`src/rtl/ifr_pkg.sv`:
```
// Shared defaults and the buffered fetch-entry layout for the instruction-fetch-ready queue.
package ifr_pkg;

  localparam int unsigned XLEN_DEF         = 64;
  localparam int unsigned ILEN_DEF         = 32;
  localparam logic [31:0] BUBBLE_INSTR_DEF = 32'h0;

  typedef struct packed {
    logic [XLEN_DEF-1:0] pc;
    logic [ILEN_DEF-1:0] instr;
  } ifr_entry_t;

endpackage

```
`src/rtl/ifr_fifo.sv`:
```
// Register-based FIFO of fetch entries; synchronous flush empties it in one cycle.
module ifr_fifo
  import ifr_pkg::*;
#(
  parameter int unsigned DEPTH   = 4,
  parameter type         entry_t = ifr_entry_t
) (
  input  logic                         clk,
  input  logic                         reset,
  input  logic                         push,
  input  logic                         pop,
  input  logic                         flush,
  input  entry_t                       din,
  output entry_t                       dout,
  output logic [$clog2(DEPTH+1)-1:0]   occupancy,
  output logic                         full,
  output logic                         empty
);

  localparam int unsigned PW = $clog2(DEPTH);
  localparam int unsigned CW = $clog2(DEPTH+1);

  entry_t          mem [DEPTH];
  logic [PW-1:0]   wr_ptr;
  logic [PW-1:0]   rd_ptr;
  logic [CW-1:0]   count;
  logic            do_push;
  logic            do_pop;

  assign full      = (count == CW'(DEPTH));
  assign empty     = (count == '0);
  assign do_push   = push & ~full;
  assign do_pop    = pop & ~empty;
  assign dout      = mem[rd_ptr];
  assign occupancy = count;

  // Pointers wrap naturally because DEPTH is a power of two.
  always_ff @(posedge clk or posedge reset) begin
    if (reset) begin
      wr_ptr <= '0;
      rd_ptr <= '0;
      count  <= '0;
      for (int unsigned i = 0; i < DEPTH; i++) mem[i] <= '0;
    end else if (flush) begin
      wr_ptr <= '0;
      rd_ptr <= '0;
      count  <= '0;
    end else begin
      if (do_push) begin
        mem[wr_ptr] <= din;
        wr_ptr      <= wr_ptr + 1'b1;
      end
      if (do_pop) rd_ptr <= rd_ptr + 1'b1;
      case ({do_push, do_pop})
        2'b10:   count <= count + 1'b1;
        2'b01:   count <= count - 1'b1;
        default: count <= count;
      endcase
    end
  end

endmodule

```
`src/rtl/pipeline_ifr_queue.sv`:
```
// Instruction-fetch-ready stage: channel mux, accept handshake, FIFO buffering and a
// registered output slot feeding decode.
module pipeline_ifr_queue
  import ifr_pkg::*;
#(
  parameter int unsigned     XLEN         = XLEN_DEF,
  parameter int unsigned     ILEN         = ILEN_DEF,
  parameter int unsigned     N_CH         = 2,
  parameter int unsigned     DEPTH        = 4,
  parameter logic [ILEN-1:0] BUBBLE_INSTR = ILEN'(BUBBLE_INSTR_DEF),
  localparam int unsigned    SEL_W        = (N_CH > 1) ? $clog2(N_CH) : 1,
  localparam int unsigned    OCC_W        = $clog2(DEPTH+1)
) (
  input  logic                       clk,
  input  logic                       reset,
  input  logic                       stall,
  input  logic                       flush,
  input  logic                       ifp_valid,
  input  logic [XLEN-1:0]            pc_IFP,
  input  logic [SEL_W-1:0]           if_channel_sel,
  input  logic [N_CH-1:0][ILEN-1:0]  ch_dout,
  input  logic [N_CH-1:0]            ch_data_ready,
  output logic                       ifp_ready,
  output logic [XLEN-1:0]            pc_IFR,
  output logic [ILEN-1:0]            Instruction,
  output logic                       ifr_valid,
  output logic [OCC_W-1:0]           occupancy,
  output logic                       sel_err
);

  typedef struct packed {
    logic [XLEN-1:0] pc;
    logic [ILEN-1:0] instr;
  } entry_t;

  int unsigned      sel_idx;
  logic             in_range;
  logic             src_ready;
  logic [ILEN-1:0]  src_instr;
  logic             acc;
  logic             push;
  logic             pop;
  logic             fifo_full;
  logic             fifo_empty;
  entry_t           cap_entry;
  entry_t           head_entry;

  // Loop-compare mux keeps an out-of-range select from indexing past the channel array.
  always_comb begin
    sel_idx   = 32'(if_channel_sel);
    in_range  = (sel_idx < N_CH);
    src_ready = 1'b0;
    src_instr = '0;
    for (int unsigned c = 0; c < N_CH; c++) begin
      if (sel_idx == c) begin
        src_ready = ch_data_ready[c];
        src_instr = ch_dout[c];
      end
    end
  end

  assign acc       = ifp_valid & in_range & src_ready & ~fifo_full & ~flush;
  assign ifp_ready = acc;
  assign cap_entry = '{pc: pc_IFP, instr: src_instr};

  // Bypass into the slot only when the FIFO is empty and the slot advances.
  assign pop  = ~stall & ~fifo_empty & ~flush;
  assign push = acc & ~(~stall & fifo_empty);

  ifr_fifo #(
    .DEPTH   (DEPTH),
    .entry_t (entry_t)
  ) u_fifo (
    .clk       (clk),
    .reset     (reset),
    .push      (push),
    .pop       (pop),
    .flush     (flush),
    .din       (cap_entry),
    .dout      (head_entry),
    .occupancy (occupancy),
    .full      (fifo_full),
    .empty     (fifo_empty)
  );

  always_ff @(posedge clk or posedge reset) begin
    if (reset) begin
      pc_IFR      <= '0;
      Instruction <= BUBBLE_INSTR;
      ifr_valid   <= 1'b0;
      sel_err     <= 1'b0;
    end else begin
      sel_err <= ifp_valid & ~in_range;
      if (flush) begin
        pc_IFR      <= '0;
        Instruction <= BUBBLE_INSTR;
        ifr_valid   <= 1'b0;
      end else if (~stall) begin
        if (~fifo_empty) begin
          pc_IFR      <= head_entry.pc;
          Instruction <= head_entry.instr;
          ifr_valid   <= 1'b1;
        end else if (acc) begin
          pc_IFR      <= cap_entry.pc;
          Instruction <= cap_entry.instr;
          ifr_valid   <= 1'b1;
        end else begin
          pc_IFR      <= '0;
          Instruction <= BUBBLE_INSTR;
          ifr_valid   <= 1'b0;
        end
      end
    end
  end

endmodule

```
`config.mk`:
```
export PLATFORM = sky130hd
export DESIGN_NAME = pipeline_ifr_queue
export DESIGN_NICKNAME = d
export VERILOG_FILES = /design/src/rtl/ifr_pkg.sv /design/src/rtl/ifr_fifo.sv /design/src/rtl/pipeline_ifr_queue.sv
export SDC_FILE = /design/constraint.sdc
export NUM_CORES = 1
export LEC_CHECK = 0
export BUFFER_PORTS_ARGS = -buffer_cell sky130_fd_sc_hd__buf_2
export CORE_MARGIN = 1
export CORE_UTILIZATION = 54
export DETAILED_ROUTE_END_ITERATION = 7
export GPL_TIMING_DRIVEN = 0
export PLACE_DENSITY_LB_ADDON = 0.12
export SKIP_CTS_REPAIR_TIMING = 1
export SLEW_MARGIN = 5
export SYNTH_ARGS = -nofsm -noshare
export SYNTH_HDL_FRONTEND = slang
export SYNTH_SLANG_ARGS = --single-unit
```
`constraint.sdc`:
```
create_clock -name clk -period 41.5 [get_ports clk]
set_input_delay 0 -clock clk [delete_from_list [all_inputs] [get_ports clk]]
set_output_delay 0 -clock clk [all_outputs]
set_load 0.01 [all_outputs]
```
==> load_flow_metrics.sql, run 1 <==
INSERT INTO impl_metrics (metric_group, metric, value, unit) VALUES
('run_status', 'run_status', 'complete, no violations', ''),
('final_layout', 'finish.net_count', '2024', ''),
('critical_path', 'path_delay_family', 'buffers and inverters', ''),
('drt', 'totalWireLength', '52230', 'um'),
('global_routing', 'first_global_vias', '14400', ''),
('power_and_ir_drop', 'comb_power_share', '0.169', ''),
('floorplan', 'die_outline_area', '41920', 'um2'),
('logic_synthesis', 'synth_edf_count', '0', ''),
('sta', 'slew_of_the_pin_with_the_lowest_slew_margin', '1.057', 'ns'),
('final_layout', 'final_core_utilization', '0.6808', ''),
('placed_design', 'preCtsSetupSlack', '38.27', 'ns'),
('critical_path', 'worstPathCellList', 'buf_2 -> nor3_1 -> nor3_2 -> buf_2 -> clkbuf_1 -> and2_1 -> fa_1 -> nor2_1 -> o2bb2ai_1 -> a221oi_1', ''),
('drt', 'detail_route.first_pass.iterations', '5', ''),
('logic_synthesis', 'synthArstFlopShare', '1.000', ''),
('critical_path', 'path_max_fanout', '10', ''),
('final_layout', 'most_frequent_cells_in_the_layout', 'dfrtp_1, buf_2, mux2_2', ''),
('critical_path', 'critical_path.most_common_cell', 'buf_2', ''),
('power_and_ir_drop', 'register_share_of_total_power', '0.452', ''),
('drt', 'm1WireLength', '23370', 'um'),
('logic_synthesis', 'ys.warnings.count', '0', ''),
('placed_design', 'dpl_cell_area', '24160', 'um2'),
('power_and_ir_drop', 'worst_ir_drop_vdd', '0.03933', 'mV'),
('critical_path', 'cpPeakStageDelay', '0.61', 'ns'),
('global_routing', 'globalRouteOverflowTotal', '0', ''),
('logic_synthesis', 'synthFlopType', 'dfrtp_1', ''),
('logic_synthesis', 'yosys_register_bits', '488', ''),
('sta', 'final.setup.tns', '0', 'ns'),
('global_routing', 'grt_max_degree', '110', ''),
('logic_synthesis', 'avgSynthCellArea', '15.23', 'um2'),
('sta', 'max-slew-margin-rel', '0.2927', ''),
('drt', 'initialDrtViolationCount', '875', ''),
('drt', 'final_antenna_net_count', '0', ''),
('power_and_ir_drop', 'cell_internal_pwr', '967.4', 'uW'),
('floorplan', 'design.core.area', '40100', 'um2'),
('critical_path', 'critical_path_source', 'u_fifo.occupancy[0]$_DFFE_PP0P_', ''),
('clock_network', 'clkLatencyLatePin', '0.59', 'ns'),
('critical_path', 'timing_worst_setup_path_type', 'reg -> reg', ''),
('power_and_ir_drop', 'swShare', '0.2426', ''),
('final_layout', 'drive_gt1_frac', '0.4732', ''),
('clock_network', 'cts_tree', 'done', ''),
('critical_path', 'path_depth', '10', ''),
('clock_network', 'clk_root_buffer_cell', 'clkbuf_16', ''),
('power_and_ir_drop', 'cellLeakagePower', '13.80', 'nW'),
('critical_path', 'critical_path_arrival', '3.75', 'ns'),
('min_path', 'hp-class', 'in -> reg', ''),
('global_routing', 'globalRouteTotalUtil', '0.2552', ''),
('floorplan', 'start_util', '0.5536', ''),
('power_and_ir_drop', 'pwr-share-clk', '0.378', ''),
('clock_network', 'worst_setup_hold_path_clk_slew', '0.06', 'ns'),
('clock_network', 'clock_path_buffers', '3', ''),
('critical_path', 'endpoint_kind', 'flop', ''),
('floorplan', 'io_pins', '238', ''),
('final_layout', 'postLayoutCellArea', '27300', 'um2'),
('critical_path', 'critical_path.startpoint_type', 'flop', ''),
('global_routing', 'number_of_antenna_violations_at_the_first_check_in_global_routing', '1', ''),
('drt', 'num_vias', '13830', ''),
('sta', 'final_min_period_over_clock_period', '0.07911', ''),
('floorplan', 'fp.dieW', '204.7', 'um'),
('sta', 'worst_clock_skew', '0.01639', 'ns'),
('clock_network', 'cts-buffers-inserted', '52', ''),
('final_layout', 'num-fill-cells', '2821', ''),
('sta', 'maxClockFrequency', '0.3046', 'GHz'),
('drt', 'vias_per_cell', '5.643', ''),
('drt', 'routed-wl-met2', '25310', 'um'),
('floorplan', 'die_height', '204.7', 'um'),
('placed_design', 'dpl.hpwl', '33170', 'um'),
('sta', 'finalWorstPathRequiredPeriod', '3.283', 'ns'),
('drt', 'drc_errors', '0', ''),
('final_layout', 'layout.cells.most_common', 'dfrtp_1', ''),
('sta', 'hold_violations', '0', ''),
('placed_design', 'io_buffers', '235', '');
[layer usage]
layer / global-route usage / vias to the layer above
met5: 0 / -
met4: 0.07223 / 0
met3: 0.04311 / 74
met2: 0.4049 / 321
met1: 0.3635 / 7257
li1: - / 6179
[worst min-delay path, stage by stage]
cell,delay [ns]
buf_2,0.09
mux2_2,0.18
nand2_1,0.11
nand2_1,0.08
a221oi_1,0.08
[sequential cells by signal, indices dropped and copies added, names as in the netlist]
signal            cells
u_fifo.rd_ptr         2
u_fifo.wr_ptr         2
Instruction          32
ifr_valid             1
u_fifo.mem          384
u_fifo.occupancy      3
pc_IFR               64
[power by group through the flow]
stage	logic [mW]	clock network, mW	registers, mW
3_3_place_gp	0.199	0	0.583
2_1_floorplan	0.154	0	0.578
4_1_cts	0.208	0.494	0.577
6_report	0.216	0.483	0.578
5_1_grt	0.236	0.513	0.586
3_5_place_dp	0.206	0	0.584
[area by class of cell]
cell class,instances,share of cell area
Antenna cell,1,0.00009166
Buffer,101,0.02117
Clock buffer,81,0.06018
Clock inverter,15,0.006233
Inverter,8,0.001375
Multi-Input combinational cell,860,0.3436
Sequential cell,488,0.4473
Tap cell,525,0.02406
Timing Repair Buffer,372,0.09593
[synth_stat cells, types with 2 or more instances]
master,instances,area share
a21oi_1,2,0.00045
a221oi_1,2,0.00079
a22oi_1,96,0.032
a31oi_1,2,0.00056
buf_1,7,0.0012
buf_2,33,0.0074
buf_4,10,0.0034
buf_6,16,0.0081
clkbuf_1,35,0.0059
dfrtp_1,488,0.55
ha_1,4,0.0023
inv_1,8,0.0014
mux2_2,258,0.13
mux2_4,160,0.11
mux2i_1,2,0.00090
mux4_2,96,0.097
nand2_1,198,0.033
nand2b_1,2,0.00056
nand3_4,4,0.0032
nor2_1,11,0.0019
nor3_1,3,0.00068
xnor2_1,3,0.0012
[cell families (layout without fill, tap and decap cells)]
| family | count (synthesis) | after routing | synth area share |
|---|---|---|---|
| DFF | 488 | 488 | 0.5502 |
| adders and majority gates | 5 | 5 | 0.003157 |
| muxes | 517 | 517 | 0.3380 |
| xor gates and xnor gates | 3 | 3 | 0.001184 |
| and+or+nand+nor | 224 | 224 | 0.04267 |
| AOI/OAI and AO/OA | 110 | 110 | 0.03720 |
| buffers and inverters | 109 | 577 | 0.02740 |
| other | 1 | 2 | 0.0001689 |
[worst paths after layout]
kind	slack [ns]	end
max in group asynchronous	39.60	u_fifo.mem[226]$_DFFE_PP0P_
hold reg to reg	0.50	u_fifo.mem[278]$_DFFE_PP0P_
min in group asynchronous	0.08	u_fifo.mem[363]$_DFFE_PP0P_
hold / removal	0.01	u_fifo.occupancy[2]$_DFFE_PP0P_
setup / recovery	38.22	u_fifo.occupancy[2]$_DFFE_PP0P_
setup reg to reg	38.22	u_fifo.occupancy[2]$_DFFE_PP0P_
[per-stage QoR]
stage / hold slack [ns] / std cells / power (mW)
floorplan: 0.1054 / 1457 / 0.7323
global placement: 0.2515 / 2217 / 0.7822
detailed placement: 0.1671 / 2222 / 0.7907
CTS: -0.4732 / 2318 / 1.279
global route: 0.04021 / 2451 / 1.334
finish: 0.01152 / 2451 / 1.277
No activity file was read; power rests on OpenSTA's default activity.
==> run 2: changes to the inputs <==
clock period = 3.41 ns   (was 41.5 ns; I/O delays follow)
==> load_flow_metrics.sql, run 2 (same netlist as run 1, synthesis figures left out) <==
INSERT INTO impl_metrics (metric_group, metric, value, unit) VALUES
('run_status', 'run_status', 'complete, no violations', ''),
('floorplan', 'io_pins', '238', ''),
('global_routing', 'globalRouteTotalUtil', '0.2567', ''),
('sta', 'rsz_0062_raised_after_global_routing', 'false', ''),
('final_layout', 'area_delta_synth_final', '23.06', '%'),
('run', 'drv.max_cap_violation_count', '0', ''),
('drt', 'num_vias', '13960', ''),
('drt', 'vias_per_cell', '5.687', ''),
('power_and_ir_drop', 'cellLeakagePower', '13.80', 'nW'),
('sta', 'final.setup.tns', '0', 'ns'),
('placed_design', 'dpl_cell_area', '24310', 'um2'),
('final_layout', 'largest_register_ff_count', '384', ''),
('power_and_ir_drop', 'worst_ir_drop_vdd', '0.4134', 'mV'),
('global_routing', 'globalRouteOverflowTotal', '0', ''),
('placed_design', 'dpl.hpwl', '33950', 'um'),
('sta', 'maxClockFrequency', '0.3129', 'GHz'),
('drt', 'final_antenna_net_count', '0', ''),
('placed_design', 'io_buffers', '235', ''),
('placed_design', 'place_congestion', '0.8042', ''),
('global_routing', 'number_of_antenna_violations_at_the_first_check_in_global_routing', '1', ''),
('critical_path', 'cp.required', '3.88', 'ns'),
('final_layout', 'largest_registers', 'u_fifo.mem x384, pc_IFR x64, Instruction x32', ''),
('sta', 'final_min_period_over_clock_period', '0.9371', ''),
('power_and_ir_drop', 'powerDensity', '556.9', 'nW/um2'),
('sta', 'slew_of_the_pin_with_the_lowest_slew_margin', '1.288', 'ns'),
('clock_network', 'worst_setup_hold_path_clk_slew', '0.06', 'ns'),
('clock_network', 'cts_tree', 'done', ''),
('final_layout', 'layout.cells.most_common', 'dfrtp_1', ''),
('drt', 'initialDrtViolationCount', '882', ''),
('clock_network', 'clk_root_buffer_cell', 'clkbuf_16', ''),
('clock_network', 'cts-buffers-inserted', '51', ''),
('final_layout', 'most_frequent_cells_in_the_layout', 'dfrtp_1, buf_2, mux2_2', ''),
('sta', 'timing_max_transition_violations_final', '0', ''),
('final_layout', 'postLayoutCellArea', '27310', 'um2'),
('critical_path', 'path_max_fanout', '10', ''),
('drt', 'totalWireLength', '52990', 'um'),
('final_layout', 'registers.top_by_ff_count', 'u_fifo.mem', ''),
('final_layout', 'final_core_utilization', '0.6812', ''),
('floorplan', 'die_outline_area', '41920', 'um2'),
('floorplan', 'fp.dieW', '204.7', 'um'),
('global_routing', 'grt_max_degree', '42', ''),
('floorplan', 'die_height', '204.7', 'um'),
('clock_network', 'cts_htree_levels', '2', ''),
('clock_network', 'clkLatencyLatePin', '0.58', 'ns'),
('sta', 'setup_ws', '0.2145', 'ns'),
('critical_path', 'timing_worst_setup_path_type', 'reg -> reg', ''),
('clock_network', 'numClockSinks', '488', ''),
('sta', 'max-slew-margin-rel', '0.1381', ''),
('drt', 'wire_per_inst', '21.59', 'um'),
('sta', 'finalWorstPathRequiredPeriod', '3.195', 'ns'),
('drt', 'detail_route.first_pass.iterations', '5', ''),
('global_routing', 'first_global_vias', '14470', ''),
('sta', 'worst_clock_skew', '0.01055', 'ns'),
('sta', 'hold_violations', '0', ''),
('critical_path', 'critical_path_arrival', '3.67', 'ns'),
('final_layout', 'drive_gt1_frac', '0.4728', ''),
('min_path', 'hp-class', 'in -> reg', ''),
('global_routing', 'wire_length_of_the_first_global_routing_pass', '82730', 'um'),
('drt', 'drc_errors', '0', ''),
('floorplan', 'design.core.area', '40100', 'um2'),
('final_layout', 'finish.net_count', '2033', ''),
('clock_network', 'clock_path_buffers', '3', ''),
('critical_path', 'critical_path.startpoint_type', 'flop', ''),
('placed_design', 'preCtsSetupSlack', '0.2346', 'ns'),
('sta', 'finalSetupViolations', '0', ''),
('floorplan', 'floorplan.rows', '73', ''),
('critical_path', 'endpoint_kind', 'flop', ''),
('floorplan', 'start_util', '0.5536', '');
-- run 2: critical path, stage by stage, from the launching register on --
cell and delay (ns):
dfrtp_1 0.41, buf_2 0.21, nor3_1 0.11, nor3_2 0.48
buf_2 0.35, clkbuf_1 0.61, and2_1 0.24, fa_1 0.21
nor2_1 0.08, o2bb2ai_1 0.15, a221oi_1 0.23
-- run 2: per-stage QoR --
stage,std cells,hold slack (ns),power (mW)
6_report,2454,0.01454,15.21
5_1_grt,2453,0.01971,15.85
4_1_cts,2319,-0.5886,15.20
3_5_place_dp,2231,0.02754,9.650
3_3_place_gp,2217,0.2523,9.523
2_1_floorplan,1457,0.1054,8.915
-- run 2: metal layers --
| metal | global-route usage | wire length (um) |
|---|---|---|
| met1 | 0.3595 | 23450 |
| met2 | 0.4145 | 26010 |
| met3 | 0.04454 | 2535 |
| met4 | 0.07010 | 989 |
| met5 | 0 | 0 |
-- run 2: cell type report --
cell class | instances | area [um2]
antenna | 2 | 5.005
timing repair buffer | 382 | 2779
buffer | 101 | 578.1
tap | 525 | 656.9
multi-input combinational | 860 | 9382
clock buffer | 79 | 1594
inverter | 8 | 33.78
clock inverter | 9 | 75.07
fill | 2893 | 12780
sequential | 488 | 12210
-- run 2: final timing paths --
check                                           startpoint                              end  slack (ns)  depth (start not counted)
max                        u_fifo.occupancy[0]$_DFFE_PP0P_  u_fifo.occupancy[2]$_DFFE_PP0P_        0.21                         10
min                                       ch_data_ready[0]  u_fifo.occupancy[2]$_DFFE_PP0P_        0.01                          5
max reg2reg                u_fifo.occupancy[0]$_DFFE_PP0P_  u_fifo.occupancy[2]$_DFFE_PP0P_        0.21                         10
min reg2reg                    u_fifo.mem[214]$_DFFE_PP0P_      u_fifo.mem[214]$_DFFE_PP0P_        0.50                          1
max in group asynchronous                            reset      u_fifo.mem[253]$_DFFE_PP0P_        1.51                          8
min in group asynchronous                            reset      u_fifo.mem[303]$_DFFE_PP0P_        0.55                          4
-- run 2: power breakdown --
group	internal [mW]	switching, mW
Combinational	1.65	1.01
Sequential	6.61	0.431
Clock	3.26	2.25
